### config.mk
export PLATFORM = sky130hd
export DESIGN_NAME = seq_restoring_divider
export DESIGN_NICKNAME = d
export VERILOG_FILES = /design/src/rtl/seq_restoring_divider_pkg.sv /design/src/rtl/seq_restoring_divider_addsub_step.sv /design/src/rtl/seq_restoring_divider.sv
export SDC_FILE = /design/constraint.sdc
export NUM_CORES = 1
export LEC_CHECK = 0
export CAP_MARGIN = 15
export CELL_PAD_IN_SITES_DETAIL_PLACEMENT = 1
export CELL_PAD_IN_SITES_GLOBAL_PLACEMENT = 1
export CORE_ASPECT_RATIO = 1.25
export CORE_UTILIZATION = 39
export DETAILED_ROUTE_END_ITERATION = 8
export GPL_TIMING_DRIVEN = 0
export PLACE_DENSITY = 0.81
export REMOVE_ABC_BUFFERS = 1
export SYNTH_ARGS = -nofsm -noshare
export SYNTH_HDL_FRONTEND = slang
export SYNTH_SLANG_ARGS = --single-unit
### constraint.sdc
create_clock -name clk -period 3.1 [get_ports clk]
set_input_delay 0.465 -clock clk [delete_from_list [all_inputs] [get_ports clk]]
set_output_delay 0.465 -clock clk [all_outputs]
set_load 0.02 [all_outputs]
### src/rtl/seq_restoring_divider_pkg.sv
// -----------------------------------------------------------------------------
// seq_restoring_divider_pkg
//   Shared definitions for the sequential restoring divider.
//   - div_state_t   : controller states (IDLE, RUN, DONE)
//   - DEFAULT_WIDTH : default operand width
//   - cnt_width()   : iteration counter width for a given operand width
//   - CNT_W         : counter width for the default operand width
// -----------------------------------------------------------------------------
package seq_restoring_divider_pkg;

  typedef enum logic [1:0] {
    IDLE = 2'd0,
    RUN  = 2'd1,
    DONE = 2'd2
  } div_state_t;

  localparam int DEFAULT_WIDTH = 4;

  // Counter must be able to hold 0..WIDTH.
  function automatic int cnt_width(input int width);
    return $clog2(width + 1);
  endfunction

  localparam int CNT_W = cnt_width(DEFAULT_WIDTH);

endpackage

### src/rtl/seq_restoring_divider_addsub_step.sv
// -----------------------------------------------------------------------------
// addsub_step
//   Combinational W-bit ripple-carry add/subtract cell.
//   Ports:
//     a         : first operand
//     b         : second operand
//     k         : 0 = a + b, 1 = a - b (b inverted, carry-in forced to 1)
//     result    : W-bit sum/difference
//     carry_out : carry out of the MSB (for subtract: 1 means a >= b unsigned)
// -----------------------------------------------------------------------------
module addsub_step
  import seq_restoring_divider_pkg::*;
#(
  parameter int W = DEFAULT_WIDTH + 1
) (
  input  logic [W-1:0] a,
  input  logic [W-1:0] b,
  input  logic         k,
  output logic [W-1:0] result,
  output logic         carry_out
);

  logic [W:0]   carry;
  logic [W-1:0] b_eff;

  // Subtraction is a + ~b + 1: k both inverts b and supplies the carry-in.
  assign b_eff    = b ^ {W{k}};
  assign carry[0] = k;

  for (genvar i = 0; i < W; i++) begin : g_bit
    assign result[i]    = a[i] ^ b_eff[i] ^ carry[i];
    assign carry[i + 1] = (a[i] & b_eff[i]) | (carry[i] & (a[i] ^ b_eff[i]));
  end

  assign carry_out = carry[W];

endmodule

### src/rtl/seq_restoring_divider.sv
// -----------------------------------------------------------------------------
// seq_restoring_divider
//   Sequential restoring divider: one trial subtraction per clock, WIDTH
//   iterations per division, start/done handshake.
//   Optional feature macro: SEQ_RESTORING_DIVIDER_SIGNED_EN
//     defined   -> two's complement operands, truncating division, remainder
//                  carries the dividend's sign, overflow flags MIN / -1.
//     undefined -> unsigned only, overflow is constant 0.
//   Ports:
//     clk         : rising-edge clock
//     rst         : synchronous active-high reset
//     start       : request, accepted in IDLE or DONE
//     dividend    : numerator, captured on accepted start
//     divisor     : denominator, captured on accepted start
//     busy        : high from the accepting edge through the DONE cycle
//     done        : one-cycle pulse, results valid from this cycle on
//     quotient    : result, held until the next completion
//     remainder   : result, held until the next completion
//     div_by_zero : captured divisor was zero (set together with done)
//     overflow    : signed overflow (MIN / -1), 0 in the unsigned build
// -----------------------------------------------------------------------------
module seq_restoring_divider
  import seq_restoring_divider_pkg::*;
#(
  parameter int WIDTH = DEFAULT_WIDTH
) (
  input  logic             clk,
  input  logic             rst,
  input  logic             start,
  input  logic [WIDTH-1:0] dividend,
  input  logic [WIDTH-1:0] divisor,
  output logic             busy,
  output logic             done,
  output logic [WIDTH-1:0] quotient,
  output logic [WIDTH-1:0] remainder,
  output logic             div_by_zero,
  output logic             overflow
);

  localparam int CNT_BITS = cnt_width(WIDTH);
  localparam logic [CNT_BITS-1:0] LAST_ITER = CNT_BITS'(WIDTH - 1);

  div_state_t          state;
  logic [WIDTH:0]      rem_r;
  logic [WIDTH-1:0]    quo_r;
  logic [WIDTH-1:0]    dvsr_r;
  logic [CNT_BITS-1:0] cnt;

  logic [WIDTH:0]      rem_shift;
  logic [WIDTH:0]      trial;
  logic                trial_cout;
  logic [WIDTH:0]      rem_next;
  logic [WIDTH-1:0]    quo_next;

  logic [WIDTH-1:0]    dvd_mag;
  logic [WIDTH-1:0]    dvs_mag;
  logic [WIDTH-1:0]    quo_final;
  logic [WIDTH-1:0]    rem_final;
  logic                ovf_pending;
  logic                accept;

  logic                unused_bits;

  assign accept = start && ((state == IDLE) || (state == DONE));

  // Trial subtraction of the shifted partial remainder against the divisor.
  addsub_step #(.W(WIDTH + 1)) u_trial (
    .a         (rem_shift),
    .b         ({1'b0, dvsr_r}),
    .k         (1'b1),
    .result    (trial),
    .carry_out (trial_cout)
  );

  // One restoring step: shift {R,Q} left, keep the difference only when it
  // did not go negative, and record that decision in the new quotient LSB.
  // R never exceeds the divisor, so its MSB is always zero before the shift.
  always_comb begin
    rem_shift = {rem_r[WIDTH-1:0], quo_r[WIDTH-1]};
    rem_next  = rem_shift;
    quo_next  = {quo_r[WIDTH-2:0], 1'b0};
    if (!trial[WIDTH]) begin
      rem_next = trial;
      quo_next = {quo_r[WIDTH-2:0], 1'b1};
    end
  end

`ifdef SEQ_RESTORING_DIVIDER_SIGNED_EN
  logic             sign_q_r;
  logic             sign_r_r;
  logic [WIDTH:0]   neg_dvd;
  logic [WIDTH:0]   neg_dvs;
  logic [WIDTH:0]   neg_quo;
  logic [WIDTH:0]   neg_rem;
  logic [3:0]       neg_cout;
  logic             min_by_neg_one;

  // The same add/sub cell computes 0 - x for magnitude and sign fix-up.
  addsub_step #(.W(WIDTH + 1)) u_neg_dvd (
    .a ('0), .b ({1'b0, dividend}), .k (1'b1),
    .result (neg_dvd), .carry_out (neg_cout[0])
  );
  addsub_step #(.W(WIDTH + 1)) u_neg_dvs (
    .a ('0), .b ({1'b0, divisor}), .k (1'b1),
    .result (neg_dvs), .carry_out (neg_cout[1])
  );
  addsub_step #(.W(WIDTH + 1)) u_neg_quo (
    .a ('0), .b ({1'b0, quo_next}), .k (1'b1),
    .result (neg_quo), .carry_out (neg_cout[2])
  );
  addsub_step #(.W(WIDTH + 1)) u_neg_rem (
    .a ('0), .b ({1'b0, rem_next[WIDTH-1:0]}), .k (1'b1),
    .result (neg_rem), .carry_out (neg_cout[3])
  );

  assign min_by_neg_one = (dividend == {1'b1, {(WIDTH-1){1'b0}}}) && (divisor == '1);

  // Magnitudes go into the unsigned datapath; MIN maps to 2^(WIDTH-1),
  // which the unsigned WIDTH-bit datapath represents exactly.
  always_comb begin
    dvd_mag   = dividend[WIDTH-1] ? neg_dvd[WIDTH-1:0] : dividend;
    dvs_mag   = divisor[WIDTH-1]  ? neg_dvs[WIDTH-1:0] : divisor;
    quo_final = sign_q_r ? neg_quo[WIDTH-1:0] : quo_next;
    rem_final = sign_r_r ? neg_rem[WIDTH-1:0] : rem_next[WIDTH-1:0];
  end

  // Result signs and the overflow case are decided once, at capture time.
  always_ff @(posedge clk) begin
    if (rst) begin
      sign_q_r    <= 1'b0;
      sign_r_r    <= 1'b0;
      ovf_pending <= 1'b0;
    end else if (accept) begin
      sign_q_r    <= dividend[WIDTH-1] ^ divisor[WIDTH-1];
      sign_r_r    <= dividend[WIDTH-1];
      ovf_pending <= min_by_neg_one;
    end
  end

  assign unused_bits = ^{trial_cout, rem_r[WIDTH], neg_cout,
                         neg_dvd[WIDTH], neg_dvs[WIDTH], neg_quo[WIDTH], neg_rem[WIDTH]};
`else
  assign dvd_mag     = dividend;
  assign dvs_mag     = divisor;
  assign quo_final   = quo_next;
  assign rem_final   = rem_next[WIDTH-1:0];
  assign ovf_pending = 1'b0;
  assign unused_bits = ^{trial_cout, rem_r[WIDTH]};
`endif

  // Controller and result registers. Reset wins over everything, including
  // an in-flight division, which is simply dropped without a done pulse.
  // A zero divisor skips RUN: the fixed results are loaded at capture so
  // they are already valid when done rises on the following cycle.
  always_ff @(posedge clk) begin
    if (rst) begin
      state       <= IDLE;
      rem_r       <= '0;
      quo_r       <= '0;
      dvsr_r      <= '0;
      cnt         <= '0;
      busy        <= 1'b0;
      done        <= 1'b0;
      quotient    <= '0;
      remainder   <= '0;
      div_by_zero <= 1'b0;
      overflow    <= 1'b0;
    end else begin
      done <= 1'b0;
      case (state)
        IDLE, DONE: begin
          if (start) begin
            rem_r       <= '0;
            quo_r       <= dvd_mag;
            dvsr_r      <= dvs_mag;
            cnt         <= '0;
            busy        <= 1'b1;
            overflow    <= 1'b0;
            div_by_zero <= (divisor == '0);
            if (divisor == '0) begin
              quotient  <= '1;
              remainder <= dividend;
              done      <= 1'b1;
              state     <= DONE;
            end else begin
              state <= RUN;
            end
          end else begin
            busy  <= 1'b0;
            state <= IDLE;
          end
        end

        RUN: begin
          rem_r <= rem_next;
          quo_r <= quo_next;
          cnt   <= cnt + 1'b1;
          if (cnt == LAST_ITER) begin
            quotient  <= quo_final;
            remainder <= rem_final;
            overflow  <= ovf_pending;
            done      <= 1'b1;
            state     <= DONE;
          end
        end

        default: begin
          busy  <= 1'b0;
          state <= IDLE;
        end
      endcase
    end
  end

endmodule

## Yosys cells after proc, flatten, opt, wreduce, memory -nomap -nowiden

Index checks and enable logic that the tools add are counted.

| word-level totals | value |
|---|---|
| input bits | 11 |
| bits in latches | 0 |
| bits in writable memories | 0 |
| register bits after elaboration | 29 |
| output and inout port bits | 12 |
| logic and storage cells | 77 |
| bits in read-only memories | 0 |
| memories kept | 0 |

| operators by class | value |
|---|---|
| div/mod/pow operators | 0 |
| equal/unequal tests | 6 |
| magnitude comparators | 0 |
| add/subtract/negate cells | 1 |
| shift-type cells | 0 |
| reductions and logical operators | 8 |
| multiply operators | 0 |
| mux-type cells | 29 |
| bitwise gates (word level) | 22 |

Operators by type and width:

| operator | number |
|---|---|
| 4-bit two-way mux | 9 |
| 4-bit case mux with 2 select lines | 4 |
| 1-bit bitwise XOR | 9 |
| 1-bit AND | 7 |
| 1-bit two-way mux | 7 |
| 2-bit two-way mux | 3 |
| 2-bit inequality test, second input constant | 3 |
| 1-bit case mux with 2 select lines | 3 |
| 3-bit case mux with 2 select lines | 1 |
| 4-bit inverter with 5-bit output | 1 |
| 4-bit logical NOT | 1 |
| 1-bit bitwise OR | 4 |
| 2-bit case mux with 2 select lines | 1 |
| 2-bit AND reduction | 2 |
| 4-bit AND reduction | 1 |
| 3-bit by 1-bit adder with 3-bit output, second input constant | 1 |
| 3-bit by 2-bit == test with 1-bit output, second input constant | 1 |
| 3-bit two-way mux | 1 |
| 3-bit AND reduction | 1 |
| 2-bit by 1-bit == test with 1-bit output, second input constant | 1 |
| 2-bit == test, second input constant | 1 |
| 2-bit logical NOT | 1 |
| 2-bit nonzero test | 1 |
| 2-bit OR reduction | 1 |
| 1-bit inverter | 1 |

## Depth between registers and ports, before layout

Gate-level depths: netlist (run 1).

| depth | value |
|---|---|
| word-level depth | 13 |
| mapped depth | 9 |
| gate-level depth less buffers | 9 |

## Cells and area by module

From an unflattened synthesis (run 1), not the netlist that was laid out.

| unflattened totals | value |
|---|---|
| cells, all modules | 158 |
| area, all modules | 1395.1 sq um |

Modules (own cells, without submodules):

| module | cells an instance | area an instance (sq um) | instances | seq. area each (sq um) |
|---|---|---|---|---|
| seq_restoring_divider | 141 | 1226.2 | 1 | 560.5 |
| addsub_step | 17 | 168.9 | 1 | 0.0 |

## Worst setup path before layout (run 1)

No wires, ideal clock.

| path | value |
|---|---|
| path kind | register to register |
| start | register quo_r[3] |
| end | register remainder[2] |
| cell stages (with the launch flop) | 10 |
| clock period less this slack | 2427 ps |
| arrival time | 2336 ps |
| required time | 3009 ps |
| buffers on the path | 0 |
| path slack | 673 ps |
| library setup time | 91 ps |
| path through | dfxtp_1 inv_1 ha_1 fa_1 inv_1 fa_1 fa_1 xnor2_2 mux2_4 a311oi_1 |

| on the way | value |
|---|---|
| longest elaborated chain between the ends | 12 |
| elaborated cells on any way between the ends | 14 |
| classes of those cells | mux (3); bitwise (11) |

RTL lines:

| what | line | RTL |
|---|---|---|
| start, declared | seq_restoring_divider.sv:45 | `logic [WIDTH-1:0] quo_r;` |
| start signal, assigned | seq_restoring_divider.sv:174 | `quo_r <= dvd_mag;` |
| start signal, assigned | seq_restoring_divider.sv:196 | `quo_r <= quo_next;` |
| 1-bit AND / 1-bit bitwise XOR (equally long branches) | seq_restoring_divider_addsub_step.sv:32 | `assign carry[i + 1] = (a[i] & b_eff[i]) \| (carry[i] & (a[i] ^ b_eff[i]));` |
| 1-bit bitwise OR (*) | seq_restoring_divider_addsub_step.sv:32 |  |
| 1-bit AND (*) | seq_restoring_divider_addsub_step.sv:32 |  |
| 1-bit bitwise OR (*) | seq_restoring_divider_addsub_step.sv:32 |  |
| 1-bit AND | seq_restoring_divider_addsub_step.sv:32 |  |
| 1-bit bitwise OR | seq_restoring_divider_addsub_step.sv:32 |  |
| 1-bit AND | seq_restoring_divider_addsub_step.sv:32 |  |
| 1-bit bitwise OR | seq_restoring_divider_addsub_step.sv:32 |  |
| 1-bit bitwise XOR | seq_restoring_divider_addsub_step.sv:31 | `assign result[i] = a[i] ^ b_eff[i] ^ carry[i];` |
| 4-bit two-way mux (*) | seq_restoring_divider.sv:82 | `if (!trial[WIDTH]) begin` |
| 4-bit two-way mux (*) | seq_restoring_divider.sv:198 | `if (cnt == LAST_ITER) begin` |
| 4-bit case mux with 2 select lines (*) | seq_restoring_divider.sv:170 | `case (state)` |
| end signal, assigned | seq_restoring_divider.sv:182 | `remainder <= dividend;` |
| end signal, assigned | seq_restoring_divider.sv:200 | `remainder <= rem_final;` |
| end, declared | seq_restoring_divider.sv:35 | `output logic [WIDTH-1:0] remainder,` |

Mark *: on every way between the ends. The rest lies on a longest branch, timed or not. The select of a mux whose other input is x is not followed.
A chain may end at the register's enable or synchronous reset.

## Worst setup path after layout (run 1)

Ends and elaborated chain as after synthesis.

==> key figures, run 1 <==
Run status
  • Run status: finished clean

Routing
  • Number of DRC violations after detailed-routing iteration 0: 10
  • Routed WL per cell: ~16 µm
  • Wire length on met3: 136 µm
  • Met2 wirelength from detailed routing: 1680 µm
  • Drt pass-1 iters: 4
  • Number of design rule violations left after detail routing: 0
  • Final wirelength: approximately 3200 µm
  • Vias/cell: ~5.8
  • Vias post-DR: between 1,000 and 1,500
  • Total routed wire length on the met1 layer: ~1300 µm
  • DR top layer: met4
  • Post-route antenna net violation count: 0

Timing
  • Final number of hold-violating endpoints: 0
  • Crit share post-route: 0.869
  • Setup repair after global routing missed its margin: no
  • Upper clock frequency limit: 0.371 GHz
  • Hold Worst Slack: 0.467 ns
  • Worst Skew: approximately 0.0016 ns
  • Number of max-slew violations in the final report: 0
  • Max-Slew Margin vs Limit: 0.336
  • Final-report setup violation count: 0
  • Post-route minimum period: around 2.7 ns
  • Setup TNS: 0 ns
  • Final worst setup slack: between 0.4 and 0.5 ns
  • Worst-Margin Slew: just under 1 ns

Final layout
  • Layout overhead on the synthesized area: 18.0%
  • Top library cells by usage in the layout, fill and taps aside: 28 x dfxtp_1, 21 x clkdlybuf4s50_1, 20 x nand2_1
  • Nets: approximately 180
  • Number of diodes: 0
  • Layout cells sized above 1: 0.0552
  • Fillers: between 300 and 400
  • Final core utilization: 0.490
  • Most common library cell in the layout ignoring fill and taps: dfxtp_1

Floorplanning
  • DIE HEIGHT: between 60 and 70 µm
  • Full die area: 3700 µm²
  • DIE WIDTH: 54.6 µm
  • Number of primary I/O pins: 23
  • Number of cell rows: 23
  • Area of the placeable core: approximately 3300 µm²
  • Starting Density: 0.415

Global route
  • Largest net degree at the start of global routing: 29
  • Antenna violations before repair: 0
  • First-pass GRT wire length: 5200 µm
  • Number of global-route vias before repair: roughly 1,200
  • Global-route usage over all layers: 0.198
  • Sum of overflow across all layers after global routing: 0

Placed design
  • HPWL after detailed placement: approximately 2400 µm
  • I/O Buffers: 21
  • Post-Place Worst Slack: 0.422 ns
  • Global placer's final weighted congestion: between 0.7 and 0.8

Logic synthesis
  • Library cell occupying the most area in the post-synthesis netlist: dfxtp_1
  • Number of instances in the synthesized netlist: about 150
  • Number of distinct standard cells referenced by the synthesized netlist: 31
  • Proportion of netlist area held by the largest area contributor: 0.415
  • Per-instance average area after synthesis: 8.94 µm²
  • Part of the Yosys area used for sequential elements: 0.415
  • FF+latch count, synth: 28
  • Top cells by area, synth: dfxtp_1 42%, a21oi_1 5.9%, nand2_1 5.6%, a311oi_1 4.5%, fa_1 4.4%
  • Synthesis warning total: 0
  • Cell area after synthesis: around 1400 µm²

Min path
  • HP Class: register to register

Critical path
  • Data required time at the worst endpoint: roughly 3.3 ns
  • CP Max Fanout: 6
  • Arr. time, crit path: 2.87 ns
  • Startpoint Class: register
  • Category of the most critical setup path: register to register
  • Crit path capture type: register

CTS
  • Number of resized instances in the post-cts repair step: 0
  • CTS root buffer: clkbuf_8
  • TritonCTS buffer count: 3
  • CTS clk-pin slew, worst paths: approximately 0.090 ns
  • Buffer levels on the longest clock path: 2
  • Clock latency of the later-clocked register in the worst-skew pair: approximately 0.28 ns
  • Hold-fix buffers, CTS: 0
  • Post CTS Setup Buffer Count: 0
  • TritonCTS sink count: 28
  • Number of levels the H-tree was split into: 1
  • Clock tree from TritonCTS: yes

Power
  • Static leakage: between 0.5 and 0.6 nW
  • Power density cells: 459 nW/µm²
  • Max rail drop VDD: approximately 0.23 mV

Job
  • Number of maximum-capacitance violations: 0
==> path summary, 6_finish.rpt <==
check,startpoint,end,slack (ns),cells past startpoint
min reg2reg,div_by_zero,div_by_zero,0.47,2
min,div_by_zero,div_by_zero,0.47,2
max reg2reg,quo_r[3],remainder[2],0.40,9
max,quo_r[3],remainder[2],0.40,9
==> final cells by class <==
type	instances	area (µm²)	share of cell area
sequential	28	561	0.352
clock buffer	3	41.3	0.0259
inverter	6	22.5	0.0141
tap	37	46.3	0.0291
timing repair buffer	21	210	0.132
multi-input combinational	105	712	0.447
==> per-layer routing <==
| layer | vias to the layer above | global-route usage |
|---|---|---|
| met5 | - | 0 |
| met4 | 0 | 0.0962 |
| met3 | 9 | 0.0360 |
| met2 | 41 | 0.358 |
| met1 | 565 | 0.211 |
| li1 | 548 | - |
==> synth_stat cells <==
cell,number
mux2_4,2
nand2_1,20
nor4_4,1
conb_1,1
buf_4,1
nor2b_1,1
nand3b_1,5
o21ai_2,1
xnor2_2,1
a31oi_1,1
buf_1,1
a21oi_1,16
and2b_1,1
nor3b_1,3
nand2_2,1
or4_1,1
dfxtp_1,28
clkbuf_1,5
a2bb2oi_1,2
buf_2,5
nand3_1,7
a311oi_1,7
fa_1,3
nor2_1,12
ha_1,3
a211oi_1,7
a221oi_1,1
and3b_1,3
inv_1,6
nand2b_1,3
mux2i_1,2
==> flip-flops by register name, summed over array words and instances, names as in the netlist <==
name         cells
rem_r            4
quotient         4
busy             1
quo_r            4
dvsr_r           4
remainder        4
done             1
state            2
div_by_zero      1
cnt              3
==> through the flow <==
| stage | instance area (µm²) | cells | power, mW |
|---|---|---|---|
| after floorplan | 1290 | 139 | 0.483 |
| after global placement | 1550 | 197 | 0.530 |
| after detailed placement | 1550 | 197 | 0.539 |
| after CTS | 1590 | 200 | 0.734 |
| after global routing | 1590 | 200 | 0.765 |
| final | 1590 | 200 | 0.731 |
==> worst max-delay path, stage by stage, from the launching register on <==
cell	delay, ns
dfxtp_1	0.33
inv_1	0.06
ha_1	0.16
fa_1	0.16
inv_1	0.05
fa_1	0.37
fa_1	0.43
xnor2_2	0.42
mux2_4	0.35
a311oi_1	0.26
==> power breakdown <==
group          switching [mW]  leakage, nW  internal [mW]
clock                   0.114       0.0216         0.0876
combinational          0.0753        0.320         0.0600
sequential             0.0163        0.228          0.378
==> logic make-up (layout without fill, tap and decap cells) <==
kind of cell             Yosys count  count (layout)  synth area share
other                              1               1           0.00278
AND/OR/NAND/NOR                   58              58             0.229
flip-flops                        28              28             0.415
AO/OA/AOI/OAI                     35              35             0.174
buffers and inverters             18              30            0.0575
multiplexers                       4               4            0.0371
adder cells (fa/ha/maj)            6               6            0.0723
XOR/XNOR                           1               1            0.0121
Note: power is estimated with default switching activity, not from simulation.
==> inputs of run 2 (changes only) <==
Settings changed: REMOVE_ABC_BUFFERS 1 to default.
==> run 2 against run 1 <==
Net effect: clock power rose by 46%; sequential cell count did not move; routed wire length rose by 12%; hold slack barely moved; cell area rose by 4.7%; register-to-register slack barely moved.
==> key figures, run 2 (synthesized netlist as in run 1, its figures left out) <==
Critical path
  • Category of the most critical setup path: register to register (unchanged)
  • Startpoint Class: register (unchanged)
  • Crit path capture type: register (unchanged)
  • CP Launch Point: quo_r[3] (unchanged)
  • Arr. time, crit path: 2.88 ns (was 2.87 ns)
  • Source of the worst register-to-register timing path: quo_r[3] (unchanged)
  • CP Max Fanout: 6 (unchanged)
  • Data required time at the worst endpoint: 3.29 ns (was 3.28 ns)

Floorplanning
  • Number of cell rows: 23 (unchanged)
  • Area of the placeable core: 3250 µm² (unchanged)
  • Full die area: 3700 µm² (unchanged)
  • Starting Density: 0.415 (unchanged)
  • DIE HEIGHT: 67.8 µm (unchanged)
  • Number of primary I/O pins: 23 (unchanged)
  • DIE WIDTH: 54.6 µm (unchanged)

CTS
  • Clock latency of the later-clocked register in the worst-skew pair: 0.28 ns (about the same)
  • Number of resized instances in the post-cts repair step: 0 (unchanged)
  • Post CTS Setup Buffer Count: 0 (unchanged)
  • Buffer levels on the longest clock path: 2 (unchanged)
  • TritonCTS sink count: 28 (unchanged)
  • TritonCTS buffer count: 3 (unchanged)
  • Hold-fix buffers, CTS: 0 (unchanged)
  • Clock tree from TritonCTS: yes (unchanged)
  • CTS clk-pin slew, worst paths: 0.10 ns (was 0.09 ns)
  • Number of levels the H-tree was split into: 1 (unchanged)
  • CTS root buffer: clkbuf_8 (unchanged)

Final layout
  • Nets: 193 (was 182)
  • Most common library cell in the layout ignoring fill and taps: dfxtp_1 (unchanged)
  • Number of diodes: 0 (unchanged)
  • Layout cells sized above 1: 0.0914 (was 0.0552)
  • Top library cells by usage in the layout, fill and taps aside: 28 x dfxtp_1, 20 x nand2_1, 20 x clkdlybuf4s50_1 (was 28 x dfxtp_1, 21 x clkdlybuf4s50_1, 20 x nand2_1)
  • Fillers: 390 (was 399)
  • Layout overhead on the synthesized area: 23.5% (was 18.0%)
  • Multi-input logic area: 712 µm² (unchanged)
  • Footprint of the flip-flops and latches: 561 µm² (unchanged)

Timing
  • Crit share post-route: 0.868 (was 0.869)
  • Post-route minimum period: 2.69 ns (was 2.70 ns)
  • Final-report setup violation count: 0 (unchanged)
  • Hold Worst Slack: 0.467 ns (about the same)
  • Setup TNS: 0 ns (unchanged)
  • Upper clock frequency limit: 0.372 GHz (was 0.371 GHz)
  • Number of max-slew violations in the final report: 0 (unchanged)
  • Worst Skew: 0.00484 ns (was 0.00156 ns)
  • Final number of hold-violating endpoints: 0 (unchanged)
  • Setup repair after global routing missed its margin: no (unchanged)
  • Max-Slew Margin vs Limit: 0.633 (was 0.336)
  • Worst-Margin Slew: 0.550 ns (was 0.993 ns)

Global route
  • First-pass GRT wire length: 5750 µm (was 5200 µm)
  • Global-route usage over all layers: 0.220 (was 0.198)
  • Antenna violations before repair: 0 (unchanged)
  • Largest net degree at the start of global routing: 17 (was 29)
  • Number of global-route vias before repair: 1,222 (was 1,164)
  • Sum of overflow across all layers after global routing: 0 (unchanged)

Placed design
  • Global placer's final weighted congestion: 0.724 (was 0.743)
  • I/O Buffers: 20 (was 21)
  • HPWL after detailed placement: 2670 µm (was 2380 µm)

Job
  • Number of maximum-capacitance violations: 0 (unchanged)

Logic synthesis
  • Syn Nets: roughly 170

Min path
  • Launch point of the worst hold path: dvsr_r[3] (was div_by_zero)
  • HP Class: register to register (unchanged)

Power
  • Max rail drop VDD: 0.250 mV (was 0.235 mV)
  • Power density cells: 499 nW/µm² (was 459 nW/µm²)
  • Static leakage: 0.614 nW (was 0.570 nW)

Run status
  • Run status: finished clean (unchanged)

Routing
  • Vias post-DR: 1,183 (was 1,163)
  • Number of DRC violations after detailed-routing iteration 0: 25 (was 10)
  • Final wirelength: 3580 µm (was 3200 µm)
  • Routed WL per cell: 16.9 µm (was 16.0 µm)
  • Drt pass-1 iters: 4 (unchanged)
  • Vias/cell: 5.58 (was 5.82)
  • Post-route antenna net violation count: 0 (unchanged)
  • Number of design rule violations left after detail routing: 0 (unchanged)
[run 2: cell count changes in the layout (fill, tap and decap cells not counted)]
cell             change
clkdlybuf4s50_1      -1
bufinv_16            +1
clkbuf_1             +5
buf_4                +1
buf_1                +1
buf_2                +5
[run 2: worst paths after layout]
check / to / slack, ns / cells past startpoint
hold / removal: dvsr_r[3] / 0.47 / 2
setup reg to reg: remainder[3] / 0.41 / 9
setup / recovery: remainder[3] / 0.41 / 9
hold reg to reg: dvsr_r[3] / 0.47 / 2
[run 2: layer usage]
| metal | up-vias | GRT usage | part of all wire |
|---|---|---|---|
| met5 | - | 0 | 0 |
| met4 | 0 | 0.0994 | 0.025 |
| met3 | 9 | 0.0225 | 0.029 |
| met2 | 28 | 0.395 | 0.53 |
| met1 | 571 | 0.252 | 0.42 |
| li1 | 575 | - | - |
[run 2: where the power goes]
part	switching [mW]	internal, mW	total (mW)
Sequential	0.0141	0.378	0.392
Combinational	0.0824	0.0643	0.147
Clock	0.120	0.173	0.294
[run 2: per-stage QoR]
| stage | instance area [µm²] | util | std cells | setup slack [ns] | total power [mW] |
|---|---|---|---|---|---|
| global route | 1670 | 0.513 | 212 | 0.245 | 0.864 |
| detailed placement | 1600 | 0.491 | 208 | 0.428 | 0.547 |
| finish | 1670 | 0.513 | 212 | 0.411 | 0.832 |
| floorplan | 1350 | - | 151 | 0.673 | 0.493 |
| global placement | 1600 | 0.491 | 208 | 0.449 | 0.539 |
| CTS | 1670 | 0.513 | 212 | 0.396 | 0.835 |
[run 2: final cells by class]
type | instances | share of cell area
buffer | 12 | 0.0330
clock buffer | 3 | 0.0248
clock inverter | 1 | 0.0180
inverter | 6 | 0.0135
multi-input combinational | 105 | 0.427
sequential | 28 | 0.336
tap | 37 | 0.0278
timing repair buffer | 20 | 0.120
[run 2: worst max-delay path, stage by stage, from the launching register on]
cell and delay [ns]:
dfxtp_1 0.34, inv_1 0.06, ha_1 0.15, fa_1 0.17, inv_1 0.05, fa_1 0.38, fa_1 0.42, xnor2_2 0.42
mux2_4 0.36, a311oi_1 0.25
